[config.mk]
export PLATFORM = sky130hd
export DESIGN_NAME = insn_stream_loader_flat
export DESIGN_NICKNAME = d
export VERILOG_FILES = /design/src/rtl/insn_pkg.sv /design/src/rtl/insn_stream_loader_if.sv /design/src/rtl/insn_word_encoder.sv /design/src/rtl/insn_stream_loader.sv /design/src/flat_wrapper.sv
export SDC_FILE = /design/constraint.sdc
export NUM_CORES = 1
export LEC_CHECK = 0
export CORE_AREA = 2 2 130 132
export CTS_CLUSTER_DIAMETER = 120
export CTS_CLUSTER_SIZE = 12
export DETAILED_ROUTE_END_ITERATION = 10
export DIE_AREA = 0 0 132 134
export GPL_TIMING_DRIVEN = 0
export PLACE_DENSITY = 0.84
export SETUP_SLACK_MARGIN = 0.1
export SLEW_MARGIN = 25
export SYNTH_ARGS = -nofsm -noshare
export SYNTH_HDL_FRONTEND = slang
export SYNTH_SLANG_ARGS = --single-unit
[constraint.sdc]
create_clock -name clock -period 7 [get_ports clock]
set_clock_uncertainty 0.2 [all_clocks]
set_input_delay 1.4 -clock clock [delete_from_list [all_inputs] [get_ports clock]]
set_output_delay 1.4 -clock clock [all_outputs]
set_load 0.05 [all_outputs]
[src/rtl/insn_pkg.sv]
// rtl/insn_pkg.sv - instruction encoding constants, type indices and loader state type
package insn_pkg;

    // Primary opcodes, instruction bits [31:27]
    localparam logic [4:0] OP_RTYPE = 5'b00000;
    localparam logic [4:0] OP_J     = 5'b00001;
    localparam logic [4:0] OP_BNE   = 5'b00010;
    localparam logic [4:0] OP_JAL   = 5'b00011;
    localparam logic [4:0] OP_JR    = 5'b00100;
    localparam logic [4:0] OP_ADDI  = 5'b00101;
    localparam logic [4:0] OP_BLT   = 5'b00110;
    localparam logic [4:0] OP_SW    = 5'b00111;
    localparam logic [4:0] OP_LW    = 5'b01000;
    localparam logic [4:0] OP_SETX  = 5'b10101;
    localparam logic [4:0] OP_BEX   = 5'b10110;

    // R-type ALU operation codes, instruction bits [6:2]
    localparam logic [4:0] ALU_ADD = 5'b00000;
    localparam logic [4:0] ALU_SUB = 5'b00001;
    localparam logic [4:0] ALU_AND = 5'b00010;
    localparam logic [4:0] ALU_OR  = 5'b00011;
    localparam logic [4:0] ALU_SLL = 5'b00100;
    localparam logic [4:0] ALU_SRA = 5'b00101;
    localparam logic [4:0] ALU_MUL = 5'b00110;
    localparam logic [4:0] ALU_DIV = 5'b00111;
    localparam logic [4:0] ALU_NOP = 5'b01000;

    // Fixed encoding of the nop instruction (aluop 01000, everything else zero)
    localparam logic [31:0] NOP_WORD = 32'h0000_0020;

    // Least-significant bit of each instruction field
    localparam int OPC_LSB   = 27;
    localparam int RD_LSB    = 22;
    localparam int RS_LSB    = 17;
    localparam int RT_LSB    = 12;
    localparam int SHAMT_LSB = 7;
    localparam int ALUOP_LSB = 2;

    // Descriptor type index as delivered by the decode side
    typedef enum logic [4:0] {
        T_ADD  = 5'd0,  T_ADDI = 5'd1,  T_SUB  = 5'd2,  T_AND  = 5'd3,
        T_OR   = 5'd4,  T_SLL  = 5'd5,  T_SRA  = 5'd6,  T_MUL  = 5'd7,
        T_DIV  = 5'd8,  T_SW   = 5'd9,  T_LW   = 5'd10, T_J    = 5'd11,
        T_BNE  = 5'd12, T_JAL  = 5'd13, T_JR   = 5'd14, T_BLT  = 5'd15,
        T_BEX  = 5'd16, T_SETX = 5'd17, T_NOP  = 5'd18
    } insn_type_e;

    typedef enum logic [2:0] {
        ST_IDLE  = 3'd0,
        ST_LOAD  = 3'd1,
        ST_DRAIN = 3'd2,
        ST_PAD   = 3'd3,
        ST_DONE  = 3'd4
    } loader_state_e;

endpackage

[src/rtl/insn_stream_loader_if.sv]
// rtl/insn_stream_loader_if.sv - descriptor stream and instruction-memory write bus
interface insn_stream_loader_if #(
    parameter int ADDR_W = 12
) ();
    logic              in_valid;
    logic              in_ready;
    logic [4:0]        in_type;
    logic [4:0]        in_rd;
    logic [4:0]        in_rs;
    logic [4:0]        in_rt;
    logic [4:0]        in_shamt;
    logic [16:0]       in_imm;
    logic [26:0]       in_target;
    logic              imem_we;
    logic [ADDR_W-1:0] imem_addr;
    logic [31:0]       imem_data;
    logic              imem_stall;

    modport master (
        output in_valid, in_type, in_rd, in_rs, in_rt, in_shamt, in_imm, in_target,
        output imem_stall,
        input  in_ready, imem_we, imem_addr, imem_data
    );

    modport slave (
        input  in_valid, in_type, in_rd, in_rs, in_rt, in_shamt, in_imm, in_target,
        input  imem_stall,
        output in_ready, imem_we, imem_addr, imem_data
    );
endinterface

[src/rtl/insn_word_encoder.sv]
// rtl/insn_word_encoder.sv - combinational descriptor to 32-bit instruction word encoder
module insn_word_encoder
    import insn_pkg::*;
(
    input  logic [4:0]  in_type,
    input  logic [4:0]  in_rd,
    input  logic [4:0]  in_rs,
    input  logic [4:0]  in_rt,
    input  logic [4:0]  in_shamt,
    input  logic [16:0] in_imm,
    input  logic [26:0] in_target,
    output logic [31:0] word,
    output logic        illegal
);

    function automatic logic [31:0] place(input logic [4:0] v, input int lsb);
        return 32'(v) << lsb;
    endfunction

    logic [31:0] f_rd, f_rs, f_rt, f_sh, f_imm, f_tgt;

    assign f_rd  = place(in_rd, RD_LSB);
    assign f_rs  = place(in_rs, RS_LSB);
    assign f_rt  = place(in_rt, RT_LSB);
    assign f_sh  = place(in_shamt, SHAMT_LSB);
    assign f_imm = 32'(in_imm);
    assign f_tgt = 32'(in_target);

    // Select the fields each type uses; everything else stays zero
    always_comb begin
        word    = '0;
        illegal = 1'b0;
        case (in_type)
            T_ADD:  word = f_rd | f_rs | f_rt | place(ALU_ADD, ALUOP_LSB);
            T_SUB:  word = f_rd | f_rs | f_rt | place(ALU_SUB, ALUOP_LSB);
            T_AND:  word = f_rd | f_rs | f_rt | place(ALU_AND, ALUOP_LSB);
            T_OR:   word = f_rd | f_rs | f_rt | place(ALU_OR,  ALUOP_LSB);
            T_MUL:  word = f_rd | f_rs | f_rt | place(ALU_MUL, ALUOP_LSB);
            T_DIV:  word = f_rd | f_rs | f_rt | place(ALU_DIV, ALUOP_LSB);
            T_SLL:  word = f_rd | f_rs | f_sh | place(ALU_SLL, ALUOP_LSB);
            T_SRA:  word = f_rd | f_rs | f_sh | place(ALU_SRA, ALUOP_LSB);
            T_ADDI: word = place(OP_ADDI, OPC_LSB) | f_rd | f_rs | f_imm;
            T_SW:   word = place(OP_SW,   OPC_LSB) | f_rd | f_rs | f_imm;
            T_LW:   word = place(OP_LW,   OPC_LSB) | f_rd | f_rs | f_imm;
            T_BNE:  word = place(OP_BNE,  OPC_LSB) | f_rd | f_rs | f_imm;
            T_BLT:  word = place(OP_BLT,  OPC_LSB) | f_rd | f_rs | f_imm;
            T_J:    word = place(OP_J,    OPC_LSB) | f_tgt;
            T_JAL:  word = place(OP_JAL,  OPC_LSB) | f_tgt;
            T_BEX:  word = place(OP_BEX,  OPC_LSB) | f_tgt;
            T_SETX: word = place(OP_SETX, OPC_LSB) | f_tgt;
            T_JR:   word = place(OP_JR,   OPC_LSB) | f_rd;
            T_NOP:  word = NOP_WORD;
            default: illegal = 1'b1;
        endcase
    end

endmodule

[src/rtl/insn_stream_loader.sv]
// rtl/insn_stream_loader.sv - encodes descriptors and writes them to imem; LOADER_NOP_PAD_EN appends 4 nops
module insn_stream_loader
    import insn_pkg::*;
#(
    parameter int ADDR_W     = 12,
    parameter int FIFO_DEPTH = 4
) (
    input  logic              clock,
    input  logic              reset,
    input  logic              start,
    input  logic [ADDR_W-1:0] start_addr,
    input  logic              finish,
    insn_stream_loader_if.slave bus,
    output logic              busy,
    output logic              done,
    output logic              err_illegal,
    output logic              err_overflow,
    output logic [ADDR_W:0]   word_count
);

    localparam int PW = (FIFO_DEPTH > 2) ? $clog2(FIFO_DEPTH) : 1;
    localparam logic [PW:0] DEPTH_C = (PW + 1)'(FIFO_DEPTH);

    loader_state_e state_q, state_d;

    // Next address to hand out to an accepted word; bit ADDR_W set means the space is used up
    logic [ADDR_W:0]   acc_addr_q;
    logic [ADDR_W-1:0] wr_addr_q;

    logic [31:0]   fifo_mem [FIFO_DEPTH];
    logic [PW-1:0] wr_ptr_q, rd_ptr_q;
    logic [PW:0]   fill_q;

    logic [31:0] enc_word;
    logic        enc_illegal;
    logic        in_ready_c, pad_push;
    logic        room, fifo_full, fifo_empty, handshake, push, pop, out_free, write_done, start_ok;
    logic [31:0] push_data;

`ifdef LOADER_NOP_PAD_EN
    logic [2:0] pad_cnt_q;
`endif

    insn_word_encoder u_encoder (
        .in_type   (bus.in_type),
        .in_rd     (bus.in_rd),
        .in_rs     (bus.in_rs),
        .in_rt     (bus.in_rt),
        .in_shamt  (bus.in_shamt),
        .in_imm    (bus.in_imm),
        .in_target (bus.in_target),
        .word      (enc_word),
        .illegal   (enc_illegal)
    );

    assign room       = ~acc_addr_q[ADDR_W];
    assign fifo_full  = (fill_q == DEPTH_C);
    assign fifo_empty = (fill_q == '0);
    assign handshake  = bus.in_valid & in_ready_c;
    assign push       = (handshake & ~enc_illegal) | pad_push;
    assign push_data  = pad_push ? NOP_WORD : enc_word;
    assign out_free   = ~bus.imem_we | ~bus.imem_stall;
    assign pop        = ~fifo_empty & out_free;
    assign write_done = bus.imem_we & ~bus.imem_stall;
    assign start_ok   = start & ((state_q == ST_IDLE) | (state_q == ST_DONE));
    assign bus.in_ready = in_ready_c;

    // Loader state register
    always_ff @(posedge clock) begin
        if (reset) state_q <= ST_IDLE;
        else       state_q <= state_d;
    end

    // Next state, handshake readiness and status flags
    always_comb begin
        state_d    = state_q;
        in_ready_c = 1'b0;
        pad_push   = 1'b0;
        busy       = 1'b0;
        done       = 1'b0;
        case (state_q)
            ST_IDLE: begin
                if (start) state_d = ST_LOAD;
            end
            ST_LOAD: begin
                busy       = 1'b1;
                in_ready_c = ~fifo_full & room;
                if (finish) state_d = ST_DRAIN;
            end
            ST_DRAIN: begin
                busy = 1'b1;
`ifdef LOADER_NOP_PAD_EN
                if (fifo_empty & ~bus.imem_we) state_d = ST_PAD;
`else
                if (fifo_empty & ~bus.imem_we) state_d = ST_DONE;
`endif
            end
`ifdef LOADER_NOP_PAD_EN
            ST_PAD: begin
                busy     = 1'b1;
                pad_push = (pad_cnt_q != 3'd4) & room & ~fifo_full;
                if (((pad_cnt_q == 3'd4) | ~room) & fifo_empty & ~bus.imem_we)
                    state_d = ST_DONE;
            end
`endif
            ST_DONE: begin
                done = 1'b1;
                if (start) state_d = ST_LOAD;
            end
            default: state_d = ST_IDLE;
        endcase
    end

`ifdef LOADER_NOP_PAD_EN
    // Number of nop words queued in the padding phase of this load
    always_ff @(posedge clock) begin
        if (reset | start_ok) pad_cnt_q <= '0;
        else if (pad_push)    pad_cnt_q <= pad_cnt_q + 3'd1;
    end
`endif

    // Per-load bookkeeping: address allocation, sticky errors, completed-write count
    always_ff @(posedge clock) begin
        if (reset) begin
            acc_addr_q   <= '0;
            err_illegal  <= 1'b0;
            err_overflow <= 1'b0;
            word_count   <= '0;
        end else if (start_ok) begin
            acc_addr_q   <= {1'b0, start_addr};
            err_illegal  <= 1'b0;
            err_overflow <= 1'b0;
            word_count   <= '0;
        end else begin
            if (push)
                acc_addr_q <= acc_addr_q + (ADDR_W + 1)'(1);
            if (handshake & enc_illegal)
                err_illegal <= 1'b1;
            if ((state_q == ST_LOAD) & bus.in_valid & ~room)
                err_overflow <= 1'b1;
            if (write_done)
                word_count <= word_count + (ADDR_W + 1)'(1);
        end
    end

    // FIFO storage; entries are only meaningful below the fill level, so no reset
    always_ff @(posedge clock) begin
        if (push) fifo_mem[wr_ptr_q] <= push_data;
    end

    // FIFO pointers and fill level
    always_ff @(posedge clock) begin
        if (reset) begin
            wr_ptr_q <= '0;
            rd_ptr_q <= '0;
            fill_q   <= '0;
        end else begin
            if (push) wr_ptr_q <= wr_ptr_q + PW'(1);
            if (pop)  rd_ptr_q <= rd_ptr_q + PW'(1);
            case ({push, pop})
                2'b10:   fill_q <= fill_q + (PW + 1)'(1);
                2'b01:   fill_q <= fill_q - (PW + 1)'(1);
                default: fill_q <= fill_q;
            endcase
        end
    end

    // Output register: holds during a stalled write, otherwise takes the FIFO head
    always_ff @(posedge clock) begin
        if (reset) begin
            bus.imem_we   <= 1'b0;
            bus.imem_addr <= '0;
            bus.imem_data <= '0;
            wr_addr_q     <= '0;
        end else if (start_ok) begin
            wr_addr_q <= start_addr;
        end else if (out_free) begin
            bus.imem_we <= pop;
            if (pop) begin
                bus.imem_addr <= wr_addr_q;
                bus.imem_data <= fifo_mem[rd_ptr_q];
                wr_addr_q     <= wr_addr_q + ADDR_W'(1);
            end
        end
    end

endmodule
[src/flat_wrapper.sv]
// flat-port wrapper written by rule: the top's interface ports become plain ports
module insn_stream_loader_flat import insn_pkg::*;
#(
    parameter int ADDR_W     = 12,
    parameter int FIFO_DEPTH = 4
)
  (clock, reset, start, start_addr, finish, busy, done, err_illegal, err_overflow, word_count, bus_in_valid, bus_in_type, bus_in_rd, bus_in_rs, bus_in_rt, bus_in_shamt, bus_in_imm, bus_in_target, bus_imem_stall, bus_in_ready, bus_imem_we, bus_imem_addr, bus_imem_data);
  insn_stream_loader_if #(.ADDR_W(ADDR_W)) bus_i ();
  input  logic clock;
  input  logic reset;
  input  logic start;
  input  logic [ADDR_W-1:0] start_addr;
  input  logic finish;
  output logic busy;
  output logic done;
  output logic err_illegal;
  output logic err_overflow;
  output logic [ADDR_W:0] word_count;
  input wire logic [$bits(bus_i.in_valid)-1:0] bus_in_valid;
  input wire logic [$bits(bus_i.in_type)-1:0] bus_in_type;
  input wire logic [$bits(bus_i.in_rd)-1:0] bus_in_rd;
  input wire logic [$bits(bus_i.in_rs)-1:0] bus_in_rs;
  input wire logic [$bits(bus_i.in_rt)-1:0] bus_in_rt;
  input wire logic [$bits(bus_i.in_shamt)-1:0] bus_in_shamt;
  input wire logic [$bits(bus_i.in_imm)-1:0] bus_in_imm;
  input wire logic [$bits(bus_i.in_target)-1:0] bus_in_target;
  input wire logic [$bits(bus_i.imem_stall)-1:0] bus_imem_stall;
  output wire logic [$bits(bus_i.in_ready)-1:0] bus_in_ready;
  output wire logic [$bits(bus_i.imem_we)-1:0] bus_imem_we;
  output wire logic [$bits(bus_i.imem_addr)-1:0] bus_imem_addr;
  output wire logic [$bits(bus_i.imem_data)-1:0] bus_imem_data;
  assign bus_i.in_valid = bus_in_valid;
  assign bus_i.in_type = bus_in_type;
  assign bus_i.in_rd = bus_in_rd;
  assign bus_i.in_rs = bus_in_rs;
  assign bus_i.in_rt = bus_in_rt;
  assign bus_i.in_shamt = bus_in_shamt;
  assign bus_i.in_imm = bus_in_imm;
  assign bus_i.in_target = bus_in_target;
  assign bus_i.imem_stall = bus_imem_stall;
  assign bus_in_ready = bus_i.in_ready;
  assign bus_imem_we = bus_i.imem_we;
  assign bus_imem_addr = bus_i.imem_addr;
  assign bus_imem_data = bus_i.imem_data;
  insn_stream_loader #(.ADDR_W(ADDR_W), .FIFO_DEPTH(FIFO_DEPTH)) u_core (.clock(clock), .reset(reset), .start(start), .start_addr(start_addr), .finish(finish), .bus(bus_i), .busy(busy), .done(done), .err_illegal(err_illegal), .err_overflow(err_overflow), .word_count(word_count));
endmodule
==> flow_summary_export.csv <==
group,metric,value,unit
critical_path,cp_num_buf_inv,5,
critical_path,crit_fanout,10,
critical_path,crit_required,7.22,ns
floorplanning,die_w,132,µm
yosys,ys_types,52,
sta,fin_crit,4.00,ns
critical_path,r2r_setup_slack,4.09,ns
yosys,yosys.area_share.adder,0.0141,
sta,hold_violations,0,
critical_path,cp_slowest_cell,"a2111oi_4",
sta,setup_viol,0,
yosys,syn_nets,844,
floorplanning,die-area,17700,µm²
floorplanning,coreArea,16300,µm²
critical_path,max_stage_delay,0.48,ns
final_layout,design_area,11700,µm²
yosys,synthSimpleGateAreaFrac,0.109,
power,p_comb_frac,0.283,
yosys,synth.area.mux_share,0.0812,
grt,grtUsageTotal,0.253,
power,p_per_area,313,nW/µm²
grt,grt_pass1_vias,6701,
yosys,synthArstFlopShare,0,
power,p_sw,1.17,mW
final_layout,antenna-diode-count,0,
critical_path,crit_path_end_kind,"register",
sta,fmax,0.250,GHz
yosys,netlist_area,9250,µm²
yosys,netlist_instances,748,
yosys,synth.area.top_cells,"edfxtp_1 42%, dfxtp_1 21%, mux4_2 7.8%",
yosys,synth-edff-count,128,
floorplanning,dieHeight,134,µm
route,dr.pass1.iters,5,
critical_path,cp_top_family,"compound AO/OA/AOI/OAI gates",
power,power_frac_clock,0.288,
power,power_frac_seq,0.429,
power,internal_power,2.50,mW
yosys,synth_xor_area_frac,0.0360,
power,p_leak,4.00,nW
critical_path,crit_type,"in -> reg",
yosys,synth_top_family_by_area,"simple AND/OR/NAND/NOR gates",
placed_design,numPortBuffers,147,
grt,antenna_found_initial,0,
clock_tree,cts_setup_buffers,0,
power,swShare,0.319,
clock_tree,clock-root-buffer,"clkbuf_16",
yosys,ys_ff_latch,223,
clock_tree,cts-htree-levels,1,
placed_design,dpl_cell_area,11100,µm²
sta,rsz0062_at_grt,"false",
yosys,syn_avg_cell_area,12.4,µm²
yosys,synth-main-ff-cell,"edfxtp_1",
grt,grt-ovfl-total,0,
power,peakVddDrop,0.185,mV
route,initialDrtViolationCount,605,
job,drv_cap,0,
critical_path,arrival,4.22,ns
clock_tree,ctsResizeCount,0,
sta,relSlewSlack,0.343,
sta,worstMarginPinSlew,0.972,ns
clock_tree,clk_path_buf_depth,3,
grt,grt_max_degree,24,
yosys,synth_compound_area_frac,0.106,
placed_design,gp_congestion,0.917,
final_layout,final_cell_mix,"147 x clkdlybuf4s50_1, 128 x edfxtp_1, 112 x nand2_1",
route,avgRoutedWirePerCell,19.3,µm
route,detailroute.via_count,6791,
final_layout,drive_gt1_frac,0.0918,
critical_path,crit_chain,"clkdlybuf4s50_1 -> buf_6 -> a211o_1 -> a2111oi_4 -> buf_6 -> inv_1 -> ha_1 -> inv_1 -> fa_1 -> xor2_1 -> or3_1 -> a21oi_1",
clock_tree,worstSkewPairLatency,0.49,ns
clock_tree,path_clk_slew,0.06,ns
route,wirelength,22400,µm
final_layout,layout_commonest_cell,"clkdlybuf4s50_1",
sta,final_max_slew_viol_count,0,
clock_tree,cts_tree,"done",
clock_tree,hold_buffers,0,
grt,grt_pass1_wl,34900,µm
placed_design,post-dp-hpwl,15600,µm
critical_path,critPathLaunchType,"input pin",
status,status,"finished, final reports clean",
yosys,seq_area_frac_synth,0.621,
final_layout,layout.nets,1019,
final_layout,area_growth,26.8,%
worst_hold_path,hp-class,"reg -> reg",
sta,period_share,0.571,
clock_tree,cts_buffers,22,
route,drc_errors,0,
yosys,yosys.area.top_type,"edfxtp_1",
floorplanning,row_count,47,
clock_tree,clkSinkCount,223,
yosys,yosys.area.top_type_share,0.416,
route,via_per_inst,5.87,
yosys,ys_warn_count,0,
route,antenna_left,0,
floorplanning,start_util,0.568,
sta,setup_tns,0,ns
floorplanning,io-pin-count,150,
[cells by family after synthesis]
logic type	Yosys count
and+or+nand+nor	220
xor gates and xnor gates	38
DFF	223
buffers and inverters	70
adders and majority gates	10
muxes	35
AOI/OAI and AO/OA	152
[stage by stage]
step / total power, mW / hold WS, ns / utilization / worst slack (ns) / std cells
after floorplan: 2.28 / 0.243 / - / 3.10 / 748
after global placement: 2.59 / 0.242 / 0.675 / 1.87 / 1115
after detailed placement: 2.62 / 0.248 / 0.680 / 2.55 / 1119
after CTS: 3.69 / 0.256 / 0.719 / 3.03 / 1157
after global routing: 3.81 / 0.272 / 0.719 / 2.90 / 1157
final: 3.67 / 0.253 / 0.719 / 3.00 / 1157
[routing by layer]
layer,vias up,share of wire,wire [µm],global-route usage
li1,3100,-,-,-
met1,3270,0.38,8470,0.313
met2,359,0.50,11200,0.439
met3,62,0.088,1960,0.0488
met4,0,0.031,703,0.104
met5,-,0,0,0
[flip-flops by register name, summed over array words and instances (netlist names)]
register              flops
u_core.acc_addr_q        13
u_core.bus.imem_addr     12
u_core.bus.imem_data     32
u_core.bus.imem_we        1
u_core.err_illegal        1
u_core.err_overflow       1
u_core.fifo_mem         128
u_core.fill_q             3
u_core.rd_ptr_q           2
u_core.state_q            3
u_core.word_count        13
u_core.wr_addr_q         12
u_core.wr_ptr_q           2
[worst register-to-register path, cell delays in order (launching register included)]
cell and delay (ns):
dfxtp_1 0.31, clkbuf_1 0.33, nand4bb_1 0.22, a2111oi_4 0.46
buf_6 0.20, inv_1 0.09, ha_1 0.23, inv_1 0.08
fa_1 0.18, xor2_1 0.08, or3_1 0.32, a21oi_1 0.14
[final cells by class]
cell class | count | area [µm²]
Timing Repair Buffer | 151 | 1560
Clock buffer | 37 | 628
Inverter | 24 | 90.1
Sequential cell | 223 | 5750
Tap cell | 220 | 275
Fill cell | 1079 | 4570
Clock inverter | 1 | 6.26
Multi-Input combinational cell | 455 | 3210
Buffer | 46 | 206
[power by group through the flow]
stage	combinational [mW]	clock [mW]	sequential, mW
2_1_floorplan	0.454	0	1.82
6_report	1.04	1.06	1.58
3_5_place_dp	1.02	0	1.60
3_3_place_gp	0.993	0	1.60
5_1_grt	1.10	1.13	1.59
4_1_cts	1.04	1.07	1.57
[path summary, 6_finish.rpt]
check,startpoint,endpoint,cells past startpoint
min,u_core.bus.imem_addr[5],u_core.bus.imem_addr[5],2
max reg2reg,u_core.state_q[0],u_core.fill_q[2],11
min reg2reg,u_core.bus.imem_addr[5],u_core.bus.imem_addr[5],2
max,bus_in_type[1],u_core.fill_q[2],12
[synthesized netlist by cell type (11+ instances only)]
library cell / count
nand3_1: 16
o21bai_1: 11
inv_1: 24
xor2_1: 25
o21ai_0: 12
edfxtp_1: 128
nor2_1: 34
buf_2: 15
a21oi_1: 83
mux4_2: 32
clkbuf_1: 29
xnor2_1: 13
a22o_1: 13
dfxtp_1: 95
nand2_1: 112
No activity file was read; power rests on OpenSTA's default activity.
